$ cat src/rtl/uart_rx_if.sv
// ---------------------------------------------------------------------------
// uart_rx_if
//   Byte stream from the UART receiver to its consumer.
//
//   Signals
//     data      [7:0]  received byte, stable while valid is high
//     valid            data holds a byte that has not been consumed yet
//     ready            consumer accept; a byte moves on valid & ready
//     frame_err        one-cycle pulse: stop bit sampled low
//     overrun          one-cycle pulse: a completed byte was dropped
//
//   Modports
//     master  the receiver (drives data/valid/frame_err/overrun)
//     slave   the consumer (drives ready)
// ---------------------------------------------------------------------------
interface uart_rx_if;
    logic [7:0] data;
    logic       valid;
    logic       ready;
    logic       frame_err;
    logic       overrun;

    modport master (
        output data,
        output valid,
        output frame_err,
        output overrun,
        input  ready
    );

    modport slave (
        input  data,
        input  valid,
        input  frame_err,
        input  overrun,
        output ready
    );
endinterface

$ cat src/rtl/uart_rx.sv
// ---------------------------------------------------------------------------
// uart_rx
//   8N1 UART receiver with a one-entry valid/ready output register.
//   The line is oversampled by a down-counter: a falling edge starts a
//   half-bit countdown, the start bit is re-checked at its centre, then
//   each data bit and the stop bit are sampled one bit period apart.
//   Reception never stalls on backpressure; a byte completing while the
//   previous one is still unconsumed is dropped and flagged as overrun.
//
//   Parameters
//     CLK_HZ   clock frequency in Hz
//     BAUD     line bit rate
//
//   Ports
//     clk      single clock, rising edge
//     rst_n    asynchronous active-low reset
//     rx       asynchronous serial line, idle high, LSB first
//     bus      uart_rx_if.master: data, valid, ready, frame_err, overrun
// ---------------------------------------------------------------------------
module uart_rx #(
    parameter int CLK_HZ = 50_000_000,
    parameter int BAUD   = 921_600
) (
    input  logic      clk,
    input  logic      rst_n,
    input  logic      rx,
    uart_rx_if.master bus
);

    // Clocks per bit, rounded to nearest; HALF positions the first sample
    // in the middle of the start bit.
    localparam int DIV  = (CLK_HZ + BAUD / 2) / BAUD;
    localparam int HALF = DIV / 2;
    localparam int CW   = $clog2(DIV + 1);

    localparam logic [CW-1:0] CNT_FULL = CW'(DIV - 1);
    localparam logic [CW-1:0] CNT_HALF = CW'(HALF - 1);

    typedef enum logic [2:0] {
        R_IDLE  = 3'd0,
        R_START = 3'd1,
        R_DATA  = 3'd2,
        R_STOP  = 3'd3,
        R_WAIT  = 3'd4
    } state_e;

    // -----------------------------------------------------------------------
    // Registers
    // -----------------------------------------------------------------------
    logic          sync1_q;
    logic          sync2_q;
    state_e        state_q;
    logic [CW-1:0] cnt_q;
    logic [2:0]    bit_idx_q;
    logic [7:0]    shreg_q;
    logic [7:0]    data_q;
    logic          valid_q;
    logic          frame_err_q;
    logic          overrun_q;

    // Next-state of the output register
    logic [7:0]    data_d;
    logic          valid_d;
    logic          overrun_d;

    logic          rxs;
    logic          cnt_zero;
    logic          stop_ok;

    assign rxs      = sync2_q;
    assign cnt_zero = (cnt_q == '0);

    // Stop bit sampled high: the byte in shreg_q is complete and good.
    assign stop_ok  = (state_q == R_STOP) && cnt_zero && rxs;

    // -----------------------------------------------------------------------
    // Two-flop synchronizer; both flops reset to the idle (high) level so a
    // reset release never looks like a start edge unless rx really is low.
    // -----------------------------------------------------------------------
    always_ff @(posedge clk or negedge rst_n) begin
        if (!rst_n) begin
            sync1_q <= 1'b1;
            sync2_q <= 1'b1;
        end else begin
            sync1_q <= rx;
            sync2_q <= sync1_q;
        end
    end

    // -----------------------------------------------------------------------
    // Output register / delivery.
    // A consumed byte frees the slot in the same cycle, so a new byte may be
    // loaded on the edge where the old one is accepted. If the slot is still
    // held (valid & !ready) the new byte is dropped and the held byte stays.
    // -----------------------------------------------------------------------
    always_comb begin
        data_d    = data_q;
        valid_d   = valid_q;
        overrun_d = 1'b0;

        if (valid_q && bus.ready) begin
            valid_d = 1'b0;
        end

        if (stop_ok) begin
            if (!valid_q || bus.ready) begin
                data_d  = shreg_q;
                valid_d = 1'b1;
            end else begin
                overrun_d = 1'b1;
            end
        end
    end

    // -----------------------------------------------------------------------
    // Bit FSM with registered outputs
    // -----------------------------------------------------------------------
    always_ff @(posedge clk or negedge rst_n) begin
        if (!rst_n) begin
            state_q     <= R_IDLE;
            cnt_q       <= '0;
            bit_idx_q   <= 3'd0;
            shreg_q     <= 8'h00;
            data_q      <= 8'h00;
            valid_q     <= 1'b0;
            frame_err_q <= 1'b0;
            overrun_q   <= 1'b0;
        end else begin
            data_q      <= data_d;
            valid_q     <= valid_d;
            overrun_q   <= overrun_d;
            frame_err_q <= 1'b0;

            case (state_q)
                R_IDLE: begin
                    if (!rxs) begin
                        state_q <= R_START;
                        cnt_q   <= CNT_HALF;
                    end
                end

                // Centre of the start bit: a high line here means the
                // falling edge was a glitch, so drop back silently.
                R_START: begin
                    if (!cnt_zero) begin
                        cnt_q <= cnt_q - 1'b1;
                    end else if (!rxs) begin
                        state_q   <= R_DATA;
                        cnt_q     <= CNT_FULL;
                        bit_idx_q <= 3'd0;
                    end else begin
                        state_q <= R_IDLE;
                    end
                end

                // LSB arrives first, so shifting right leaves bit 0 in
                // shreg_q[0] after the eighth sample.
                R_DATA: begin
                    if (!cnt_zero) begin
                        cnt_q <= cnt_q - 1'b1;
                    end else begin
                        shreg_q <= {rxs, shreg_q[7:1]};
                        cnt_q   <= CNT_FULL;
                        if (bit_idx_q == 3'd7) begin
                            state_q <= R_STOP;
                        end else begin
                            bit_idx_q <= bit_idx_q + 3'd1;
                        end
                    end
                end

                R_STOP: begin
                    if (!cnt_zero) begin
                        cnt_q <= cnt_q - 1'b1;
                    end else if (rxs) begin
                        state_q <= R_IDLE;
                    end else begin
                        frame_err_q <= 1'b1;
                        state_q     <= R_WAIT;
                    end
                end

                // Park here while the line is held low (break) so that a
                // long low level reports only one framing error.
                R_WAIT: begin
                    if (rxs) begin
                        state_q <= R_IDLE;
                    end
                end

                default: begin
                    state_q <= R_IDLE;
                end
            endcase
        end
    end

    assign bus.data      = data_q;
    assign bus.valid     = valid_q;
    assign bus.frame_err = frame_err_q;
    assign bus.overrun   = overrun_q;

endmodule

$ cat src/flat_wrapper.sv
// flat-port wrapper written by rule: the top's interface ports become plain ports
module uart_rx_flat 
#(
    parameter int CLK_HZ = 50_000_000,
    parameter int BAUD   = 921_600
)
  (clk, rst_n, rx, bus_data, bus_valid, bus_frame_err, bus_overrun, bus_ready);
  uart_rx_if bus_i ();
  input  logic clk;
  input  logic rst_n;
  input  logic rx;
  output wire logic [$bits(bus_i.data)-1:0] bus_data;
  output wire logic [$bits(bus_i.valid)-1:0] bus_valid;
  output wire logic [$bits(bus_i.frame_err)-1:0] bus_frame_err;
  output wire logic [$bits(bus_i.overrun)-1:0] bus_overrun;
  input wire logic [$bits(bus_i.ready)-1:0] bus_ready;
  assign bus_data = bus_i.data;
  assign bus_valid = bus_i.valid;
  assign bus_frame_err = bus_i.frame_err;
  assign bus_overrun = bus_i.overrun;
  assign bus_i.ready = bus_ready;
  uart_rx #(.CLK_HZ(CLK_HZ), .BAUD(BAUD)) u_core (.clk(clk), .rst_n(rst_n), .rx(rx), .bus(bus_i));
endmodule
$ cat config.mk
export PLATFORM = sky130hd
export DESIGN_NAME = uart_rx_flat
export DESIGN_NICKNAME = d
export VERILOG_FILES = /design/src/rtl/uart_rx_if.sv /design/src/rtl/uart_rx.sv /design/src/flat_wrapper.sv
export SDC_FILE = /design/constraint.sdc
export NUM_CORES = 1
export LEC_CHECK = 0
export ABC_AREA = 1
export CORE_MARGIN = 2
export CORE_UTILIZATION = 50
export DETAILED_ROUTE_END_ITERATION = 7
export GPL_TIMING_DRIVEN = 0
export PLACE_DENSITY = 0.86
export SKIP_LAST_GASP = 1
export SLEW_MARGIN = 25
export SYNTH_ARGS = -nofsm -noshare
export SYNTH_HDL_FRONTEND = slang
export SYNTH_SLANG_ARGS = --single-unit
$ cat constraint.sdc
create_clock -name clk -period 1.5 [get_ports clk]
set_input_delay 0.15 -clock clk [delete_from_list [all_inputs] [get_ports clk]]
set_output_delay 0.15 -clock clk [all_outputs]
set_load 0.005 [all_outputs]
==> impl_summary.log, run 1 <==
INFO  metric run_status = completed
INFO  metric detail_route.first_pass.iterations = 5
INFO  metric final_cell_area = 2030 sq um
INFO  metric routed-via-count = 1421
INFO  metric tightest_slew = 0.420 ns
INFO  metric rsz0062_at_grt = yes
INFO  metric maximum_number_of_pins_on_one_net_before_global_route_repair = 21
INFO  metric power-per-cell-area = 1460 nW/um^2
INFO  metric synthMostInstantiatedCell = sky130_fd_sc_hd__nand2_1
INFO  metric final_net_count = 234
INFO  metric rrSetupSlack = 0.06 ns
INFO  metric ctsLongestPathBuffers = 2
INFO  metric synth.distinct_cells = 19
INFO  metric synth_edf_count = 0
INFO  metric initialDrtViolationCount = 77
INFO  metric floorplan.die.width = 59.9 um
INFO  metric number_of_cells_produced_by_synthesis = 195
INFO  metric synth.largest_area_cell = sky130_fd_sc_hd__dfrtp_1
INFO  metric drtAntennaViolNets = 0
INFO  metric global_route.overflow_total = 0
INFO  metric arrival_time_at_the_worst_endpoint = 1.66 ns
INFO  metric placement.cell_area = 1780 sq um
INFO  metric synth.top_cell.area_share = 0.497
INFO  metric hold_path_class = in -> reg
INFO  metric detail_route.vias_per_cell = 5.44
INFO  metric timing.max_cap.violations = 0
INFO  metric timing_worst_setup_path_type = reg -> reg
INFO  metric power.share.switching = 0.387
INFO  metric synth.net_count = 202
INFO  metric netlist_top_cells_area = sky130_fd_sc_hd__dfrtp_1, sky130_fd_sc_hd__nand2_1, sky130_fd_sc_hd__nand3_1
INFO  metric design.die.area = 3590 sq um
INFO  metric maxSlewHeadroom = 0.720
INFO  metric timing.hold.ws = 0.213 ns
INFO  metric n_antenna_cell = 0
INFO  metric ys_async_sr_fraction = 1.00
INFO  metric cell_internal_pwr = 1820 uW
INFO  metric drc_errors = 0
INFO  metric cp_max_fo = 5
INFO  metric synth_commonest_cells = sky130_fd_sc_hd__nand2_1, sky130_fd_sc_hd__dfrtp_1, sky130_fd_sc_hd__nand3_1
INFO  metric finalHoldViolations = 0
INFO  metric routabilityCongestion = 0.821
INFO  metric crit_required = 1.72 ns
INFO  metric pin_count = 15
INFO  metric grt_first_pass_wirelength = 5.04 mm
INFO  metric synth-seq-cells = 33
INFO  metric area_grow_syn2layout = 30.0%
INFO  metric slew_viol_final = 0
INFO  metric post-place-cells = 243
INFO  metric place.port_buffers = 14
INFO  metric core_area = 3000 sq um
INFO  metric vdd_drop_max = 0.651 mV
INFO  metric final_layout_size_suffix_gt1_frac = 0.202
INFO  metric period_minus_slack = 1.44 ns
INFO  metric global_route.usage.total = 0.190
INFO  metric wire_per_inst = 12.5 um
INFO  metric clock_latency = 0.34 ns
INFO  metric die_height = 59.9 um
INFO  metric max_freq = 0.696 GHz
INFO  metric startpoint_type = flip-flop
INFO  metric timing.critical_path.to_type = flip-flop
INFO  metric combinational_share_of_power = 0.386
INFO  metric syn_avg_cell_area = 8.01 sq um
INFO  metric postSynth.topFlopCell = sky130_fd_sc_hd__dfrtp_1
INFO  metric leakagePower = 0.00102 uW
INFO  metric clkTransAtPathRegs = 0.10 ns
INFO  metric final_routed_wirelength = 3.26 mm
INFO  metric synthesis.yosys.warnings = 0
INFO  metric yosysSeqAreaShare = 0.530
INFO  metric syn_area = 1560 sq um
INFO  metric place.detailed.hpwl = 2.18 mm
INFO  metric numCtsBuffers = 5
INFO  metric rows = 20
INFO  metric initial_antenna_violation_count = 0
INFO  metric finalSetupViolations = 0
INFO  metric root_buffer = sky130_fd_sc_hd__clkbuf_4
INFO  metric clock_sink_count = 33
INFO  metric start_util = 0.520
INFO  metric clock_power_share = 0.217
INFO  metric first_global_vias = 1234
INFO  metric layout.cells.non_filler = 261
INFO  metric final.period_utilization = 0.958
INFO  metric pwr-share-seq = 0.397
INFO  metric switching_power = 1150 uW
INFO  metric htreeDepth = 2
INFO  metric cts_tree = done
INFO  metric final.setup_skew = 0.0137 ns
[cell usage in the layout (no fill, tap or decap), types with 3 or more instances in the layout]
cell type and count:
sky130_fd_sc_hd__a21oi_1 6, sky130_fd_sc_hd__nand2_1 63, sky130_fd_sc_hd__buf_4 8, sky130_fd_sc_hd__inv_1 16, sky130_fd_sc_hd__nor2_1 12, sky130_fd_sc_hd__clkbuf_4 5, sky130_fd_sc_hd__dfrtp_1 29, sky130_fd_sc_hd__o21ai_0 7
sky130_fd_sc_hd__nand3_1 21, sky130_fd_sc_hd__nor2_2 5, sky130_fd_sc_hd__nand4_1 6, sky130_fd_sc_hd__nor2_4 5, sky130_fd_sc_hd__inv_2 3, sky130_fd_sc_hd__clkdlybuf4s50_1 13
[critical path, cell delays in order (launching register included)]
cell	delay, ns
sky130_fd_sc_hd__dfrtp_2	0.45
sky130_fd_sc_hd__nor2_2	0.10
sky130_fd_sc_hd__nor2_2	0.17
sky130_fd_sc_hd__nand2_1	0.14
sky130_fd_sc_hd__nor2_4	0.22
sky130_fd_sc_hd__nand3_2	0.13
sky130_fd_sc_hd__nand2_1	0.08
sky130_fd_sc_hd__nand2_1	0.05
[power by group through the flow]
stage               sequential (uW)  clock (uW)  combinational, uW
CTS                            1160         654                925
global placement               1160           0                848
floorplan                      1140           0                704
detailed placement             1170           0                888
global route                   1200         696               1290
finish                         1180         644               1150
[through the flow]
| step | TNS, ns | setup WS (ns) | utilization | total power (uW) |
|---|---|---|---|---|
| after detailed placement | -4.35 | -0.266 | 0.594 | 2060 |
| after global placement | -14.27 | -0.364 | 0.587 | 2010 |
| final | 0 | 0.0635 | 0.676 | 2970 |
| after floorplan | 0 | 0.0361 | - | 1840 |
| after global routing | -0.312 | -0.0688 | 0.676 | 3180 |
| after CTS | -0.137 | -0.0540 | 0.635 | 2740 |
[registers in the layout, indices dropped and copies added (netlist names)]
signal and flops:
u_core.bus.data 8, u_core.shreg_q 8, u_core.cnt_q 6, u_core.bit_idx_q 3, u_core.state_q 3, u_core.bus.frame_err 1
u_core.bus.overrun 1, u_core.bus.valid 1, u_core.rxs 1, u_core.sync1_q 1
[cells by family (layout without fill, tap and decap cells)]
family,count (synthesis),after routing,synth area share
adder cells (fa/ha/maj),3,3,0.0240
buffers and inverters,21,54,0.0505
flip-flops,33,33,0.530
AND/OR/NAND/NOR,122,122,0.341
XOR/XNOR,1,1,0.00561
AO/OA/AOI/OAI,15,15,0.0481
[layer usage]
| layer | global-route usage | vias to the layer above | part of all wire |
|---|---|---|---|
| met5 | 0 | - | 0 |
| met4 | 0.0825 | 0 | 0.015 |
| met3 | 0.0584 | 5 | 0.062 |
| met2 | 0.303 | 49 | 0.49 |
| met1 | 0.238 | 668 | 0.43 |
| li1 | - | 699 | - |
[area by class of cell]
| type | count | area [sq um] |
|---|---|---|
| clock buffer | 6 | 41.3 |
| timing repair buffer | 25 | 244 |
| clock inverter | 2 | 35.0 |
| sequential | 33 | 831 |
| inverter | 19 | 71.3 |
| buffer | 2 | 15.0 |
| tap | 33 | 41.3 |
| fill | 220 | 973 |
| multi-input combinational | 141 | 751 |
[path summary, 6_finish.rpt]
check	cells after the start	startpoint	end
min reg2reg	0	u_core.sync1_q$_DFF_PN1_	u_core.rxs$_DFF_PN1_
max in group asynchronous	3	rst_n	u_core.state_q[2]$_DFFE_PN0P_
min in group asynchronous	2	rst_n	u_core.shreg_q[3]$_DFFE_PN0P_
max reg2reg	7	u_core.state_q[0]$_DFFE_PN0P_	u_core.bit_idx_q[2]$_DFFE_PN0P_
min	1	rx	u_core.sync1_q$_DFF_PN1_
max	7	u_core.state_q[0]$_DFFE_PN0P_	u_core.bit_idx_q[2]$_DFFE_PN0P_
[repair_timing]
item,4_1_cts,5_1_grt
buffers inserted,2,7
resized for setup,7,23
setup endpoints to repair,26,30
pin swaps,1,6
hold buffers,1,0
hold endpoints to repair,11,0
Note: power is estimated with default switching activity, not from simulation.
==> run 2: changes to the inputs <==
--- a/config.mk
+++ b/config.mk
@@ -7,10 +7,10 @@
 export LEC_CHECK = 0
 export ABC_AREA = 1
 export CORE_MARGIN = 2
-export CORE_UTILIZATION = 50
+export CORE_UTILIZATION = 35
 export DETAILED_ROUTE_END_ITERATION = 7
 export GPL_TIMING_DRIVEN = 0
-export PLACE_DENSITY = 0.86
+export PLACE_DENSITY = 0.67
 export SKIP_LAST_GASP = 1
 export SLEW_MARGIN = 25
 export SYNTH_ARGS = -nofsm -noshare
==> impl_summary.log, run 2 (same netlist as run 1, synthesis figures left out) <==
INFO  metric vdd_drop_max = 0.447 mV (was 0.651 mV)
INFO  metric die_height = 70.8 um (was 59.9 um)
INFO  metric setup_slack = 0.0280 ns (was 0.0635 ns)
INFO  metric final_common_cell = sky130_fd_sc_hd__nand2_1 (unchanged)
INFO  metric wire_per_inst = 11.3 um (was 12.5 um)
INFO  metric timing.critical_path.to_type = flip-flop (unchanged)
INFO  metric crit_required = 1.73 ns (was 1.72 ns)
INFO  metric cts_tree = done (unchanged)
INFO  metric dpl_worst_slack = -0.225 ns (was -0.266 ns)
INFO  metric final.setup_skew = 0.0107 ns (was 0.0137 ns)
INFO  metric cp_cell_sequence = inv_2 -> ha_4 -> nand3_4 -> nor3_4 -> buf_4 -> nand3_1 -> nand2_1 (was nor2_2 -> nor2_2 -> nand2_1 -> nor2_4 -> nand3_2 -> nand2_1 -> nand2_1)
INFO  metric pin_count = 15 (unchanged)
INFO  metric routabilityCongestion = 0.812 (was 0.821)
INFO  metric global_route.usage.total = 0.139 (was 0.190)
INFO  metric slowest_cell_on_the_critical_path = sky130_fd_sc_hd__dfrtp_1 (was sky130_fd_sc_hd__dfrtp_2)
INFO  metric final_routed_wirelength = 3.15 mm (was 3.26 mm)
INFO  metric maximum_number_of_pins_on_one_net_before_global_route_repair = 29 (was 21)
INFO  metric startpoint_type = flip-flop (unchanged)
INFO  metric drtAntennaViolNets = 0 (unchanged)
INFO  metric place.detailed.hpwl = 2.20 mm (was 2.18 mm)
INFO  metric globalRoute.busiestLayer = met2 (unchanged)
INFO  metric clock_latency = 0.28 ns (was 0.34 ns)
INFO  metric htreeDepth = 2 (unchanged)
INFO  metric detail_route.vias_per_cell = 4.84 (was 5.44)
INFO  metric initialDrtViolationCount = 76 (was 77)
INFO  metric detail_route.first_pass.iterations = 6 (was 5)
INFO  metric n_antenna_cell = 0 (unchanged)
INFO  metric final.period_utilization = 0.981 (was 0.958)
INFO  metric floorplan.die.width = 70.8 um (was 59.9 um)
INFO  metric power-per-cell-area = 1410 nW/um^2 (was 1460 nW/um^2)
INFO  metric cpLargestDelayFamily = simple AND/OR/NAND/NOR gates (unchanged)
INFO  metric arrival_time_at_the_worst_endpoint = 1.70 ns (was 1.66 ns)
INFO  metric use_met3 = 0.0427 (was 0.0584)
INFO  metric rows = 24 (was 20)
INFO  metric design.die.area = 5010 sq um (was 3590 sq um)
INFO  metric rsz0062_at_grt = yes (unchanged)
INFO  metric met2_usage = 0.235 (was 0.303)
INFO  metric critical_path_buffers_and_inverters = 2 (was 0)
INFO  metric start_util = 0.361 (was 0.520)
INFO  metric place.port_buffers = 14 (unchanged)
INFO  metric final_net_count = 232 (was 234)
INFO  metric root_buffer = sky130_fd_sc_hd__clkbuf_8 (was sky130_fd_sc_hd__clkbuf_4)
INFO  metric period_minus_slack = 1.47 ns (was 1.44 ns)
INFO  metric drc_errors = 0 (unchanged)
INFO  metric cp_max_fo = 6 (was 5)
INFO  metric final_layout_size_suffix_gt1_frac = 0.204 (was 0.202)
INFO  metric numCtsBuffers = 5 (unchanged)
INFO  metric finalSetupViolations = 0 (unchanged)
INFO  metric maxSlewHeadroom = 0.735 (was 0.720)
INFO  metric final_cell_mix = sky130_fd_sc_hd__nand2_1, sky130_fd_sc_hd__dfrtp_1, sky130_fd_sc_hd__nand3_1, sky130_fd_sc_hd__inv_1 (was sky130_fd_sc_hd__nand2_1, sky130_fd_sc_hd__dfrtp_1, sky130_fd_sc_hd__nand3_1, sky130_fd_sc_hd__inv_1, sky130_fd_sc_hd__clkdlybuf4s50_1)
INFO  metric hold_path_class = in -> async (was in -> reg)
INFO  metric worst_r2r_path_depth = 7 (unchanged)
INFO  metric routed-via-count = 1346 (was 1421)
INFO  metric leakagePower = 0.000994 uW (was 0.00102 uW)
INFO  metric critical_path_depth = 7 (unchanged)
INFO  metric global_route.overflow_total = 0 (unchanged)
INFO  metric tightest_slew = 0.397 ns (was 0.420 ns)
INFO  metric initial_antenna_violation_count = 0 (unchanged)
INFO  metric timing.setup.tns = 0 ns (unchanged)
INFO  metric clkTransAtPathRegs = 0.07 ns (was 0.10 ns)
INFO  metric finalHoldViolations = 0 (unchanged)
INFO  metric slew_viol_final = 0 (unchanged)
INFO  metric total_chip_power = 2880 uW (was 2970 uW)
INFO  metric timing.max_cap.violations = 0 (unchanged)
INFO  metric max_freq = 0.679 GHz (was 0.696 GHz)
INFO  metric core_area = 4320 sq um (was 3000 sq um)
INFO  metric area_grow_syn2layout = 30.4% (was 30.0%)
INFO  metric ctsLongestPathBuffers = 2 (unchanged)
INFO  metric first_global_vias = 1324 (was 1234)
INFO  metric clock_sink_count = 33 (unchanged)
INFO  metric timing_worst_setup_path_type = reg -> reg (unchanged)
INFO  metric grt_first_pass_wirelength = 5.53 mm (was 5.04 mm)
INFO  metric run_status = completed (unchanged)
INFO  metric groute.layer.met1.usage = 0.166 (was 0.238)
INFO  metric delay_of_the_slowest_cell_on_the_worst_path = 0.39 ns (was 0.45 ns)
run 2: worst paths after layout:
path	startpoint	to	slack [ns]
max	u_core.cnt_q[0]$_DFFE_PN0P_	u_core.bus.data[0]$_DFFE_PN0P_	0.03
max reg2reg	u_core.cnt_q[0]$_DFFE_PN0P_	u_core.bus.data[0]$_DFFE_PN0P_	0.03
max in group asynchronous	rst_n	u_core.sync1_q$_DFF_PN1_	0.81
min	rst_n	u_core.cnt_q[0]$_DFFE_PN0P_	0.23
min reg2reg	u_core.sync1_q$_DFF_PN1_	u_core.rxs$_DFF_PN1_	0.36
min in group clk	rx	u_core.sync1_q$_DFF_PN1_	0.28
run 2: repair_timing:
item / CTS / global route
endpoints found under the hold margin: 31 / 0
buffers inserted: 2 / 5
pin swaps: 1 / 6
setup endpoints to repair: 29 / 29
gates resized for setup: 10 / 18
hold buffers: 1 / 0
run 2: layout make-up:
| class | count | area (sq um) |
|---|---|---|
| Tap cell | 52 | 65.1 |
| Multi-Input combinational cell | 141 | 748 |
| Sequential cell | 33 | 832 |
| Fill cell | 426 | 2290 |
| Buffer | 2 | 11.3 |
| Clock buffer | 5 | 68.8 |
| Inverter | 19 | 71.3 |
| Clock inverter | 3 | 17.5 |
| Timing Repair Buffer | 23 | 221 |
run 2: worst register-to-register path: stages (launching register included):
cell,delay [ns]
sky130_fd_sc_hd__dfrtp_1,0.39
sky130_fd_sc_hd__inv_2,0.10
sky130_fd_sc_hd__ha_4,0.17
sky130_fd_sc_hd__nand3_4,0.14
sky130_fd_sc_hd__nor3_4,0.29
sky130_fd_sc_hd__buf_4,0.18
sky130_fd_sc_hd__nand3_1,0.07
sky130_fd_sc_hd__nand2_1,0.09
run 2: routing by layer:
layer	wire [um]	vias up
met3	114	7
met1	1410	620
met2	1560	26
li1	-	693
met4	60	0
met5	0	-
run 2: power breakdown:
| part | internal (uW) | total [uW] | switching [uW] | leakage, uW |
|---|---|---|---|---|
| Sequential | 1030 | 1190 | 157 | 0.000435 |
| Clock | 320 | 647 | 327 | 0.0000439 |
| Combinational | 385 | 1040 | 658 | 0.000514 |
| Total | 1730 | 2880 | 1140 | 0.000994 |
run 2: through the flow:
step,cell area [sq um],cells,hold slack [ns],utilization
finish,2040,278,0.229,0.471
global route,2040,278,0.242,0.471
CTS,1940,273,0.226,0.449
detailed placement,1800,262,0.00416,0.416
global placement,1790,261,0.346,0.413
floorplan,1580,195,-0.146,-
==> run 3: changes to the inputs <==
--- a/config.mk
+++ b/config.mk
@@ -11,6 +11,8 @@
 export DETAILED_ROUTE_END_ITERATION = 7
 export GPL_TIMING_DRIVEN = 0
 export PLACE_DENSITY = 0.67
+export REMOVE_ABC_BUFFERS = 1
+export SKIP_CTS_REPAIR_TIMING = 1
 export SKIP_LAST_GASP = 1
 export SLEW_MARGIN = 25
 export SYNTH_ARGS = -nofsm -noshare
==> impl_summary.log, run 3 (same netlist as run 1, synthesis figures left out) <==
INFO  metric first_global_vias = 1203 (was 1324)
INFO  metric final.fill_count = 419 (was 426)
INFO  metric core_area = 4320 sq um (unchanged)
INFO  metric setup_slack = -0.00523 ns (was 0.0280 ns)
INFO  metric timing.hold.worst_path_depth = 1
INFO  metric vdd_drop_max = 0.792 mV (was 0.447 mV)
INFO  metric place.detailed.hpwl = 2.20 mm (about the same)
INFO  metric timing.max_cap.violations = 0 (unchanged)
INFO  metric post-place-cells = 260 (was 262)
INFO  metric run_status = finished with violations (was completed)
INFO  metric clock_sink_count = 33 (unchanged)
INFO  metric pin_count = 15 (unchanged)
INFO  metric timing.critical_path.to_type = flip-flop (unchanged)
INFO  metric power-per-cell-area = 1500 nW/um^2 (was 1410 nW/um^2)
INFO  metric root_buffer = sky130_fd_sc_hd__clkbuf_8 (unchanged)
INFO  metric detail_route.first_pass.iterations = 4 (was 6)
INFO  metric htreeDepth = 2 (unchanged)
INFO  metric finalSetupViolations = 2 (was 0)
INFO  metric period_minus_slack = 1.51 ns (was 1.47 ns)
INFO  metric placement.cell_area = 1780 sq um (was 1800 sq um)
INFO  metric final.period_utilization = 1.00 (was 0.981)
INFO  metric wire_per_inst = 11.5 um (was 11.3 um)
INFO  metric violations = setup timing
INFO  metric dpl_worst_slack = -0.432 ns (was -0.225 ns)
INFO  metric layout.cells.non_filler = 279 (was 278)
INFO  metric final_layout_size_suffix_gt1_frac = 0.211 (was 0.204)
INFO  metric initialDrtViolationCount = 44 (was 76)
INFO  metric finalHoldViolations = 0 (unchanged)
INFO  metric hold_path_class = in -> reg (was in -> async)
INFO  metric routed-via-count = 1298 (was 1346)
INFO  metric n_antenna_cell = 0 (unchanged)
INFO  metric leakagePower = 0.00103 uW (was 0.000994 uW)
INFO  metric maximum_number_of_pins_on_one_net_before_global_route_repair = 22 (was 29)
INFO  metric place.port_buffers = 14 (unchanged)
INFO  metric timing.hold.ws = 0.262 ns (was 0.229 ns)
INFO  metric startpoint_type = flip-flop (unchanged)
INFO  metric ctsLongestPathBuffers = 2 (unchanged)
INFO  metric cp_max_fo = 8 (was 6)
INFO  metric numCtsBuffers = 5 (unchanged)
INFO  metric global_route.overflow_total = 0 (unchanged)
INFO  metric global_route.usage.total = 0.136 (was 0.139)
INFO  metric tightest_slew = 0.419 ns (was 0.397 ns)
INFO  metric routabilityCongestion = 0.824 (was 0.812)
INFO  metric worst_r2r_path_depth = 7 (unchanged)
INFO  metric slew_viol_final = 0 (unchanged)
INFO  metric clkTransAtPathRegs = 0.07 ns (about the same)
INFO  metric area_grow_syn2layout = 35.5% (was 30.4%)
INFO  metric drtAntennaViolNets = 0 (unchanged)
INFO  metric die_height = 70.8 um (unchanged)
INFO  metric rsz0062_at_grt = yes (unchanged)
INFO  metric initial_antenna_violation_count = 0 (unchanged)
INFO  metric maxSlewHeadroom = 0.720 (was 0.735)
INFO  metric design.die.area = 5010 sq um (unchanged)
INFO  metric cts_tree = done (unchanged)
INFO  metric floorplan.die.width = 70.8 um (unchanged)
INFO  metric drc_errors = 0 (unchanged)
INFO  metric detail_route.vias_per_cell = 4.65 (was 4.84)
INFO  metric final_routed_wirelength = 3.21 mm (was 3.15 mm)
INFO  metric final.setup_skew = 0.00878 ns (was 0.0107 ns)
INFO  metric rows = 24 (unchanged)
INFO  metric clock_latency = 0.29 ns (was 0.28 ns)
INFO  metric crit_required = 1.68 ns (was 1.73 ns)
INFO  metric final_common_cell = sky130_fd_sc_hd__nand2_1 (unchanged)
INFO  metric rrSetupSlack = -0.005 ns (was 0.03 ns)
INFO  metric max_freq = 0.664 GHz (was 0.679 GHz)
INFO  metric start_util = 0.361 (unchanged)
INFO  metric timing_worst_setup_path_type = reg -> reg (unchanged)
INFO  metric final_cell_mix = sky130_fd_sc_hd__nand2_1, sky130_fd_sc_hd__dfrtp_1, sky130_fd_sc_hd__nand3_1, sky130_fd_sc_hd__inv_1 (unchanged)
INFO  metric grt_first_pass_wirelength = 5.38 mm (was 5.53 mm)
INFO  metric final_net_count = 233 (was 232)
INFO  metric arrival_time_at_the_worst_endpoint = 1.69 ns (was 1.70 ns)
INFO  metric final_cell_area = 2120 sq um (was 2040 sq um)
run 3: cell types whose count changed in the layout (fill, tap and decap cells not counted), moves of 2 or more:
cell	delta
sky130_fd_sc_hd__nand2_2	+2
sky130_fd_sc_hd__o21ai_0	-2
sky130_fd_sc_hd__clkinv_2	-2
sky130_fd_sc_hd__o21ai_1	+2
sky130_fd_sc_hd__nor2_4	+2
sky130_fd_sc_hd__nand2_1	-2
sky130_fd_sc_hd__nor2_2	-2
run 3: report_power, final:
group	leakage (uW)	internal (uW)	switching, uW
logic	0.000537	441	658
registers	0.000437	1030	162
clock network	0.0000574	540	338
run 3: per-stage QoR:
step	TNS [ns]	total power, uW	util
finish	-0.00865	3170	0.489
global route	-1.22	3400	0.489
CTS	-9.33	2890	0.440
detailed placement	-8.93	2000	0.412
global placement	-20.17	1980	0.407
floorplan	-1.38	1800	-
run 3: layer usage:
layer | up-vias | GRT usage | wire [um]
li1 | 691 | - | -
met1 | 583 | 0.174 | 1510
met2 | 19 | 0.211 | 1530
met3 | 5 | 0.0385 | 99
met4 | 0 | 0.0692 | 70
met5 | - | 0 | 0
run 3: critical path, cell delays in order, from the launching register on:
cell	delay, ns
sky130_fd_sc_hd__dfrtp_1	0.39
sky130_fd_sc_hd__inv_2	0.11
sky130_fd_sc_hd__ha_4	0.17
sky130_fd_sc_hd__nand3_4	0.12
sky130_fd_sc_hd__nor3_4	0.31
sky130_fd_sc_hd__nand2_4	0.15
sky130_fd_sc_hd__nand2_2	0.10
sky130_fd_sc_hd__nand2_2	0.04
run 3: final timing paths:
path / from / endpoint
setup reg to reg: u_core.cnt_q[0]$_DFFE_PN0P_ / u_core.bus.data[3]$_DFFE_PN0P_
min in group asynchronous: rst_n / u_core.cnt_q[3]$_DFFE_PN0P_
hold / removal: rx / u_core.sync1_q$_DFF_PN1_
setup / recovery: u_core.cnt_q[0]$_DFFE_PN0P_ / u_core.bus.data[3]$_DFFE_PN0P_
hold reg to reg: u_core.sync1_q$_DFF_PN1_ / u_core.rxs$_DFF_PN1_
max in group asynchronous: rst_n / u_core.shreg_q[5]$_DFFE_PN0P_
run 3: cell type report:
type | count | area, sq um | share of cell area
clock buffers | 6 | 82.6 | 0.0390
inverters | 19 | 71.3 | 0.0337
multi-input cells | 141 | 764 | 0.361
well taps | 52 | 65.1 | 0.0308
repair buffers | 26 | 264 | 0.125
flip-flops and latches | 33 | 831 | 0.393
clock inverters | 2 | 37.5 | 0.0177
